--- config.mk ---
export PLATFORM = sky130hd
export DESIGN_NAME = shift_share_ctrl_flat
export DESIGN_NICKNAME = d
export VERILOG_FILES = /design/src/rtl/shift_pkg.sv /design/src/rtl/shift_share_ctrl_if.sv /design/src/rtl/reverse_32bit.sv /design/src/rtl/shift_rr_arb2.sv /design/src/rtl/shift_share_ctrl.sv /design/src/flat_wrapper.sv
export SDC_FILE = /design/constraint.sdc
export NUM_CORES = 1
export LEC_CHECK = 0
export ABC_AREA = 1
export CORE_MARGIN = 8
export CORE_UTILIZATION = 47
export DETAILED_ROUTE_END_ITERATION = 7
export PLACE_DENSITY = 0.89
export SKIP_CTS_REPAIR_TIMING = 1
export SYNTH_ARGS = -nofsm -noshare
export SYNTH_HDL_FRONTEND = slang
export SYNTH_SLANG_ARGS = --single-unit
--- constraint.sdc ---
create_clock -name clk_i -period 1.6 [get_ports clk_i]
set_input_delay 0.32 -clock clk_i [delete_from_list [all_inputs] [get_ports clk_i]]
set_output_delay 0.32 -clock clk_i [all_outputs]
set_load 0.05 [all_outputs]
--- src/rtl/shift_pkg.sv ---
// Shared types for the shift-share sequencer: operand width, op encoding, FSM states.
package shift_pkg;
    localparam int XLEN = 32;

    typedef enum logic [1:0] {
        SRL = 2'b00,
        SRA = 2'b01,
        SLL = 2'b10,
        RSV = 2'b11
    } shift_op_e;

    typedef enum logic [1:0] {
        IDLE  = 2'd0,
        SHIFT = 2'd1,
        RESP  = 2'd2
    } shift_state_e;
endpackage

--- src/rtl/shift_share_ctrl_if.sv ---
// Request/response bundle between the two requesters (ALU, FP align) and the shared shifter.
interface shift_share_ctrl_if;
    logic [1:0]        req_valid_i;
    logic [1:0]        req_ready_o;
    logic [1:0][1:0]   req_op_i;
    logic [1:0][31:0]  req_data_i;
    logic [1:0][4:0]   req_shamt_i;
    logic [1:0]        rsp_valid_o;
    logic [1:0]        rsp_ready_i;
    logic [31:0]       rsp_data_o;
    logic              busy_o;

    modport slave (
        input  req_valid_i, req_op_i, req_data_i, req_shamt_i, rsp_ready_i,
        output req_ready_o, rsp_valid_o, rsp_data_o, busy_o
    );

    modport master (
        output req_valid_i, req_op_i, req_data_i, req_shamt_i, rsp_ready_i,
        input  req_ready_o, rsp_valid_o, rsp_data_o, busy_o
    );
endinterface

--- src/rtl/reverse_32bit.sv ---
// Bit-order reversal of a 32-bit word; used to turn left shifts into right shifts.
module reverse_32bit (
    input  logic [31:0] bits,
    output logic [31:0] rev
);
    for (genvar i = 0; i < 32; i++) begin : g_rev
        assign rev[i] = bits[31-i];
    end
endmodule

--- src/rtl/shift_rr_arb2.sv ---
// Combinational 2-way round-robin grant; the requester other than rr_last wins a tie.
module shift_rr_arb2 (
    input  logic [1:0] valid,
    input  logic       rr_last,
    output logic [1:0] grant
);
    always_comb begin
        grant = valid;
        if (valid == 2'b11)
            grant = rr_last ? 2'b01 : 2'b10;
    end
endmodule

--- src/rtl/shift_share_ctrl.sv ---
// Shares one iterative right-shift datapath between two requesters (IDLE/SHIFT/RESP FSM).
// Optional perf counters are enabled with the SHIFT_SHARE_PERF_EN macro.
module shift_share_ctrl
    import shift_pkg::*;
#(
    parameter int SHIFT_PER_CYC = 8
) (
    input  logic clk_i,
    input  logic rst_ni,
    shift_share_ctrl_if.slave bus
`ifdef SHIFT_SHARE_PERF_EN
    ,
    output logic [31:0]      perf_busy_o,
    output logic [1:0][15:0] perf_grant_o
`endif
);
    // rem is 6 bits so a full 32-bit step is representable
    localparam logic [5:0] STEP_MAX = 6'(SHIFT_PER_CYC);

    shift_state_e    state;
    shift_op_e       op;
    logic            owner;
    logic            rr_last;
    logic            fill;
    logic [XLEN-1:0] work;
    logic [5:0]      rem;

    logic [1:0]      grant;
    logic            gidx;
    logic            accept;
    shift_op_e       req_op;
    logic [XLEN-1:0] req_data;
    logic [XLEN-1:0] req_rev;
    logic [XLEN-1:0] work_rev;
    logic [XLEN-1:0] shifted;
    logic [5:0]      step;

    shift_rr_arb2 u_arb (
        .valid   (bus.req_valid_i),
        .rr_last (rr_last),
        .grant   (grant)
    );

    assign gidx     = grant[1];
    assign accept   = (state == IDLE) && (grant != 2'b00);
    assign req_op   = shift_op_e'(bus.req_op_i[gidx]);
    assign req_data = bus.req_data_i[gidx];

    reverse_32bit u_rev_in  (.bits(req_data), .rev(req_rev));
    reverse_32bit u_rev_out (.bits(work),     .rev(work_rev));

    // Fill word sits above work so a step of 32 leaves only fill bits
    assign step    = (rem < STEP_MAX) ? rem : STEP_MAX;
    assign shifted = XLEN'({{XLEN{fill}}, work} >> step);

    assign bus.req_ready_o = (state == IDLE) ? grant : 2'b00;
    assign bus.rsp_valid_o = (state == RESP) ? (owner ? 2'b10 : 2'b01) : 2'b00;
    assign bus.rsp_data_o  = (state != RESP) ? '0 : ((op == SLL) ? work_rev : work);
    assign bus.busy_o      = (state != IDLE);

    always_ff @(posedge clk_i or negedge rst_ni) begin
        if (!rst_ni) begin
            state   <= IDLE;
            op      <= SRL;
            owner   <= 1'b0;
            rr_last <= 1'b1;
            fill    <= 1'b0;
            work    <= '0;
            rem     <= '0;
        end else begin
            case (state)
                IDLE: begin
                    if (accept) begin
                        owner <= gidx;
                        op    <= req_op;
                        work  <= (req_op == SLL) ? req_rev : req_data;
                        rem   <= {1'b0, bus.req_shamt_i[gidx]};
                        fill  <= (req_op == SRA) & req_data[XLEN-1];
                        state <= SHIFT;
                    end
                end
                SHIFT: begin
                    work <= shifted;
                    rem  <= rem - step;
                    if (rem == step)
                        state <= RESP;
                end
                RESP: begin
                    if (bus.rsp_ready_i[owner]) begin
                        rr_last <= owner;
                        state   <= IDLE;
                    end
                end
                default: state <= IDLE;
            endcase
        end
    end

`ifdef SHIFT_SHARE_PERF_EN
    always_ff @(posedge clk_i or negedge rst_ni) begin
        if (!rst_ni)
            perf_busy_o <= '0;
        else if (bus.busy_o && (perf_busy_o != '1))
            perf_busy_o <= perf_busy_o + 32'd1;
    end

    for (genvar g = 0; g < 2; g++) begin : g_perf
        always_ff @(posedge clk_i or negedge rst_ni) begin
            if (!rst_ni)
                perf_grant_o[g] <= '0;
            else if (accept && (gidx == 1'(g)) && (perf_grant_o[g] != '1))
                perf_grant_o[g] <= perf_grant_o[g] + 16'd1;
        end
    end
`endif
endmodule

--- src/flat_wrapper.sv ---
// flat-port wrapper written by rule: the top's interface ports become plain ports
module shift_share_ctrl_flat import shift_pkg::*;
#(
    parameter int SHIFT_PER_CYC = 8
)
  (clk_i, rst_ni, bus_req_valid_i, bus_req_op_i, bus_req_data_i, bus_req_shamt_i, bus_rsp_ready_i, bus_req_ready_o, bus_rsp_valid_o, bus_rsp_data_o, bus_busy_o);
  shift_share_ctrl_if bus_i ();
  input  logic clk_i;
  input  logic rst_ni;
  input wire logic [$bits(bus_i.req_valid_i)-1:0] bus_req_valid_i;
  input wire logic [$bits(bus_i.req_op_i)-1:0] bus_req_op_i;
  input wire logic [$bits(bus_i.req_data_i)-1:0] bus_req_data_i;
  input wire logic [$bits(bus_i.req_shamt_i)-1:0] bus_req_shamt_i;
  input wire logic [$bits(bus_i.rsp_ready_i)-1:0] bus_rsp_ready_i;
  output wire logic [$bits(bus_i.req_ready_o)-1:0] bus_req_ready_o;
  output wire logic [$bits(bus_i.rsp_valid_o)-1:0] bus_rsp_valid_o;
  output wire logic [$bits(bus_i.rsp_data_o)-1:0] bus_rsp_data_o;
  output wire logic [$bits(bus_i.busy_o)-1:0] bus_busy_o;
  assign bus_i.req_valid_i = bus_req_valid_i;
  assign bus_i.req_op_i = bus_req_op_i;
  assign bus_i.req_data_i = bus_req_data_i;
  assign bus_i.req_shamt_i = bus_req_shamt_i;
  assign bus_i.rsp_ready_i = bus_rsp_ready_i;
  assign bus_req_ready_o = bus_i.req_ready_o;
  assign bus_rsp_valid_o = bus_i.rsp_valid_o;
  assign bus_rsp_data_o = bus_i.rsp_data_o;
  assign bus_busy_o = bus_i.busy_o;
  shift_share_ctrl #(.SHIFT_PER_CYC(SHIFT_PER_CYC)) u_core (.clk_i(clk_i), .rst_ni(rst_ni), .bus(bus_i));
endmodule
==> flow_summary_export.csv, run 1 <==
group,metric,value,unit
outcome,status,"did not finish",
outcome,tool.error,"[ERROR GRT-0232] Routing congestion too high. Check the congestion heatmap in the GUI.",
outcome,stop_stage,"global routing (5_1_grt)",
floorplanning,ios,121,
global_routing,gr-total-overflow,543,
place,gp_congestion,1.06,
clock_tree,htreeDepth,2,
global_routing,grt_start_max_net_pins,46,
floorplanning,die_h,121,µm
place,dp_hpwl,16700,µm
synth,synth_nets,998,
floorplanning,die_w,121,µm
synth,synth_seq_cells,45,
synth,syn_avg_cell_area,5.64,µm²
sta,crit_endpoint,"bus_rsp_data_o[8]",
floorplanning,start_util,47.9,%
sta,endpoint_type,"primary output",
place,dp.cells,1223,
global_routing,grt_usage,84.2,%
synth,synth_cell_types,36,
synth,yosys_warnings,0,
clock_tree,cts_made_buffers,5,
clock_tree,clockBufferDepth,2,
floorplanning,placementRows,38,
clock_tree,cts-root-buf,"clkbuf_8",
synth,ys_seq_area_share,21.9,%
place,portBuffers,120,
clock_tree,cts.sinks,45,
synth,synth_area,5150,µm²
synth,synth_cells,913,
-- cells by family after synthesis --
family / count (synthesis) / synth area share, %
AND/OR/NAND/NOR: 571 / 49.6
buffers and inverters: 144 / 12.4
other: 1 / 0.0729
AO/OA/AOI/OAI: 151 / 15.8
flip-flops: 45 / 21.9
adder cells (fa/ha/maj): 1 / 0.243
-- synthesized netlist by cell type, drive strengths merged --
master	instances	share of area, %
buf	38	4.7
o22ai	1	0.12
nand3b	7	1.0
dfrtp	44	21
conb	1	0.073
o31ai	2	0.29
nand3	169	17
nand4	26	3.2
inv	83	6.1
nand2	302	23
dfstp	1	0.51
o21a	1	0.15
clkbuf	22	1.6
clkinv	1	0.073
o32ai	1	0.17
ha	1	0.24
a21oi	46	4.5
nor3	1	0.097
or2	14	1.7
o211ai	12	1.8
nor2	52	4.1
o311ai	1	0.17
o21ai	87	8.7
-- stage by stage --
step	instance area, µm²	setup WS (ps)
after floorplan	5580	-52.0
after global placement	7840	-642
after detailed placement	7840	-740
after CTS	7930	-446
-- metal layers --
metal	overflow	GRT usage [%]
met5	2	39.2
met4	180	94.5
met3	12	70.6
met2	338	102
met1	11	78.0
==> run 2: changes to the inputs <==
--- a/config.mk
+++ b/config.mk
@@ -7,9 +7,9 @@
 export LEC_CHECK = 0
 export ABC_AREA = 1
 export CORE_MARGIN = 8
-export CORE_UTILIZATION = 47
+export CORE_UTILIZATION = 40
 export DETAILED_ROUTE_END_ITERATION = 7
-export PLACE_DENSITY = 0.89
+export PLACE_DENSITY_LB_ADDON = 0.15
 export SKIP_CTS_REPAIR_TIMING = 1
 export SYNTH_ARGS = -nofsm -noshare
 export SYNTH_HDL_FRONTEND = slang
==> constraint.sdc (replaced) <==
create_clock -name clk_i -period 2.1 [get_ports clk_i]
set_input_delay 0.42 -clock clk_i [delete_from_list [all_inputs] [get_ports clk_i]]
set_output_delay 0.42 -clock clk_i [all_outputs]
set_load 0.05 [all_outputs]
==> flow_summary_export.csv, run 2 <==
group,metric,value,unit
outcome,status,"finished clean",
critical_path,path_common_cell,"buf_12",
synth,synth_nets,998,
sta,min_period,2070,ps
drt,postRouteWirelength,21100,µm
sta,worst_pin_slew,521,ps
sta,finClkSkew,8.84,ps
drt,highest_layer,"met4",
sta,period_share,98.7,%
layout,largest_reg_flops,32,
synth,yosys_warnings,0,
synth,yosysTopAreaCell,"nand2_1",
power,powerDensity,1690,nW/µm²
layout,fillers,1218,
critical_path,cp-start-kind,"flip-flop",
global_routing,grt_pass1_vias,6034,
layout,areaGrowthSynthToFinish,49.4,%
synth,ys_async_sr_fraction,100,%
global_routing,antenna_found_initial,0,
power,peakVddDrop,0.684,mV
synth,syn_avg_cell_area,5.64,µm²
drt,vias_per_cell,5.44,
drt,drtPass1Iterations,5,
sta,finalMaxSlewViolations,0,
clock_tree,htreeDepth,2,
global_routing,grt_usage,24.6,%
floorplanning,core,12600,µm²
clock_tree,clockBufferDepth,2,
layout,final_common_cell,"nand2_1",
clock_tree,cts.sinks,45,
drt,drt_iter0_drc,865,
sta,timing.hold.ws,95.1,ps
global_routing,grt_start_max_net_pins,39,
synth,synth_edf_count,0,
layout,drive_gt1_share,17.4,%
sta,hold_violations,0,
synth,synthAdderAreaFrac,0.243,%
drt,wl_met2,9190,µm
critical_path,critPathRequiredTime,1680,ps
sta,max_freq,483,MHz
critical_path,critPathCaptureType,"output pin",
layout,fin_nets,1138,
place,dp_hpwl,15900,µm
synth,synth_cells,913,
sta,rsz0062_at_grt,"yes",
layout,regMostFlops,"u_core.work",
global_routing,gr-total-overflow,0,
place,portBuffers,120,
floorplanning,die_h,129,µm
place,gp_congestion,0.958,
critical_path,arrival,1650,ps
synth,synth_top_family_by_area,"simple AND/OR/NAND/NOR gates",
power,total_power,13.0,mW
floorplanning,start_util,40.9,%
clock_tree,cts-root-buf,"clkbuf_16",
floorplanning,die_w,129,µm
critical_path,rrSetupSlack,170,ps
critical_path,crit_buf_inv,4,
synth,synth_top_area_share,21.4,%
layout,post-route-util,61.2,%
critical_path,crit_chain,"inv_1 -> nor2_4 -> buf_12 -> clkbuf_16 -> o21ai_0 -> a21oi_2 -> buf_12",
critical_path,cpLargestDelayFamily,"buffers and inverters",
global_routing,grt_pass1_wl,32600,µm
drt,dr_wl_met3,1640,µm
drt,drcViolationCount,0,
layout,layout_common_cells,"nand2_1 (294), nand3_1 (167), clkdlybuf4s50_1 (81), inv_1 (77), o21ai_0 (70)",
floorplanning,placementRows,41,
sta,setup_violations,0,
synth,yosysMostFrequentCell,"nand2_1",
critical_path,max_stage_delay,350,ps
run,maxCapViolations,0,
drt,vias,6666,
sta,fin_ws,28.3,ps
synth,yosys.area_share.simple,49.6,%
sta,slew_headroom,65.2,%
synth,ys.flop_type,"dfrtp_1",
synth,synth_compound_area_share,15.8,%
clock_tree,cts_made_buffers,5,
synth,synth_area_leaders,"nand2_1 (21%), dfrtp_1 (21%), nand3_1 (16%)",
synth,synth_area,5150,µm²
critical_path,critical-path-slowest-cell,"dfrtp_1",
synth,synth_seq_cells,45,
drt,final_antenna_net_count,0,
drt,wire_per_inst,17.2,µm
floorplanning,die_area,16800,µm²
layout,diodes,0,
floorplanning,ios,121,
clock_tree,clkLatencyLatePin,290,ps
min_path,hold_class,"input port to asynchronous set/reset pin",
synth,synth_cell_types,36,
critical_path,path_max_fanout,17,
power,p_leak,3.67,nW
clock_tree,cts_tree,"done",
critical_path,crit_type,"flip-flop to output pin",
synth,ys_seq_area_share,21.9,%
drt,m1WireLength,9580,µm
layout,top_regs,"u_core.work (32), u_core.rem (6)",
place,dpl_worst_slack,-169,ps
synth,synth_xor_xnor_area_share,0,%
synth,synthTopCellsByCount,"nand2_1 (294), nand3_1 (167), o21ai_0 (78)",
synth,synthMuxAreaShare,0,%
clock_tree,clk_pin_slew,70,ps
-- run 2: area by class of cell --
type	instances	area, µm²	area share, %
well taps	172	215	2.80
clock buffers	7	153	1.99
inverters	84	322	4.18
multi-input cells	724	3530	45.9
repair inverters	1	7.51	0.0976
flip-flops and latches	45	1130	14.7
repair buffers	192	2330	30.3
clock inverters	1	5.00	0.0651
-- run 2: path summary, 6_finish.rpt --
kind                                       to            from  cells past startpoint
setup / recovery           bus_rsp_data_o[11]    u_core.op[1]                      7
hold / removal                u_core.state[1]          rst_ni                      1
setup reg to reg              u_core.work[11]   u_core.rem[4]                     10
hold reg to reg                u_core.rr_last  u_core.rr_last                      2
max in group asynchronous      u_core.work[1]          rst_ni                      2
min in group clk_i             u_core.rr_last  u_core.rr_last                      2
-- run 2: per-layer routing --
metal  vias up  global-route usage [%]
met4         0                    9.08
met2       336                    36.6
met1      2991                    34.5
li1       3290                       -
met3        49                    4.40
met5         -                       0
-- run 2: where the power goes --
part           total [mW]  internal (mW)  switching, mW
Clock               0.850          0.505          0.345
Sequential           1.83           1.33          0.491
Combinational        10.3           3.92           6.41
Total                13.0           5.76           7.25
-- run 2: cell families (layout without fill, tap and decap cells) --
kind of cell               count (synthesis)  count (layout)
AOI/OAI and AO/OA                        151             151
adders and majority gates                  1               1
other                                      1               1
buffers and inverters                    144             285
and+or+nand+nor                          571             571
DFF                                       45              45
-- run 2: metrics by stage --
stage,cells,TNS [ps],cell area [µm²]
global placement,1198,-2420,7250
finish,1226,0,7690
floorplan,913,-639,5250
detailed placement,1198,-2970,7250
CTS,1206,-2320,7410
global route,1226,-165,7690
-- run 2: worst register-to-register path, delay by kind of cell (launching register included) --
family | cells | cell delay [ps]
flip-flops | 1 | 440
buffers and inverters | 2 | 310
AND/OR/NAND/NOR | 8 | 1130
No activity file was read; power rests on OpenSTA's default activity.
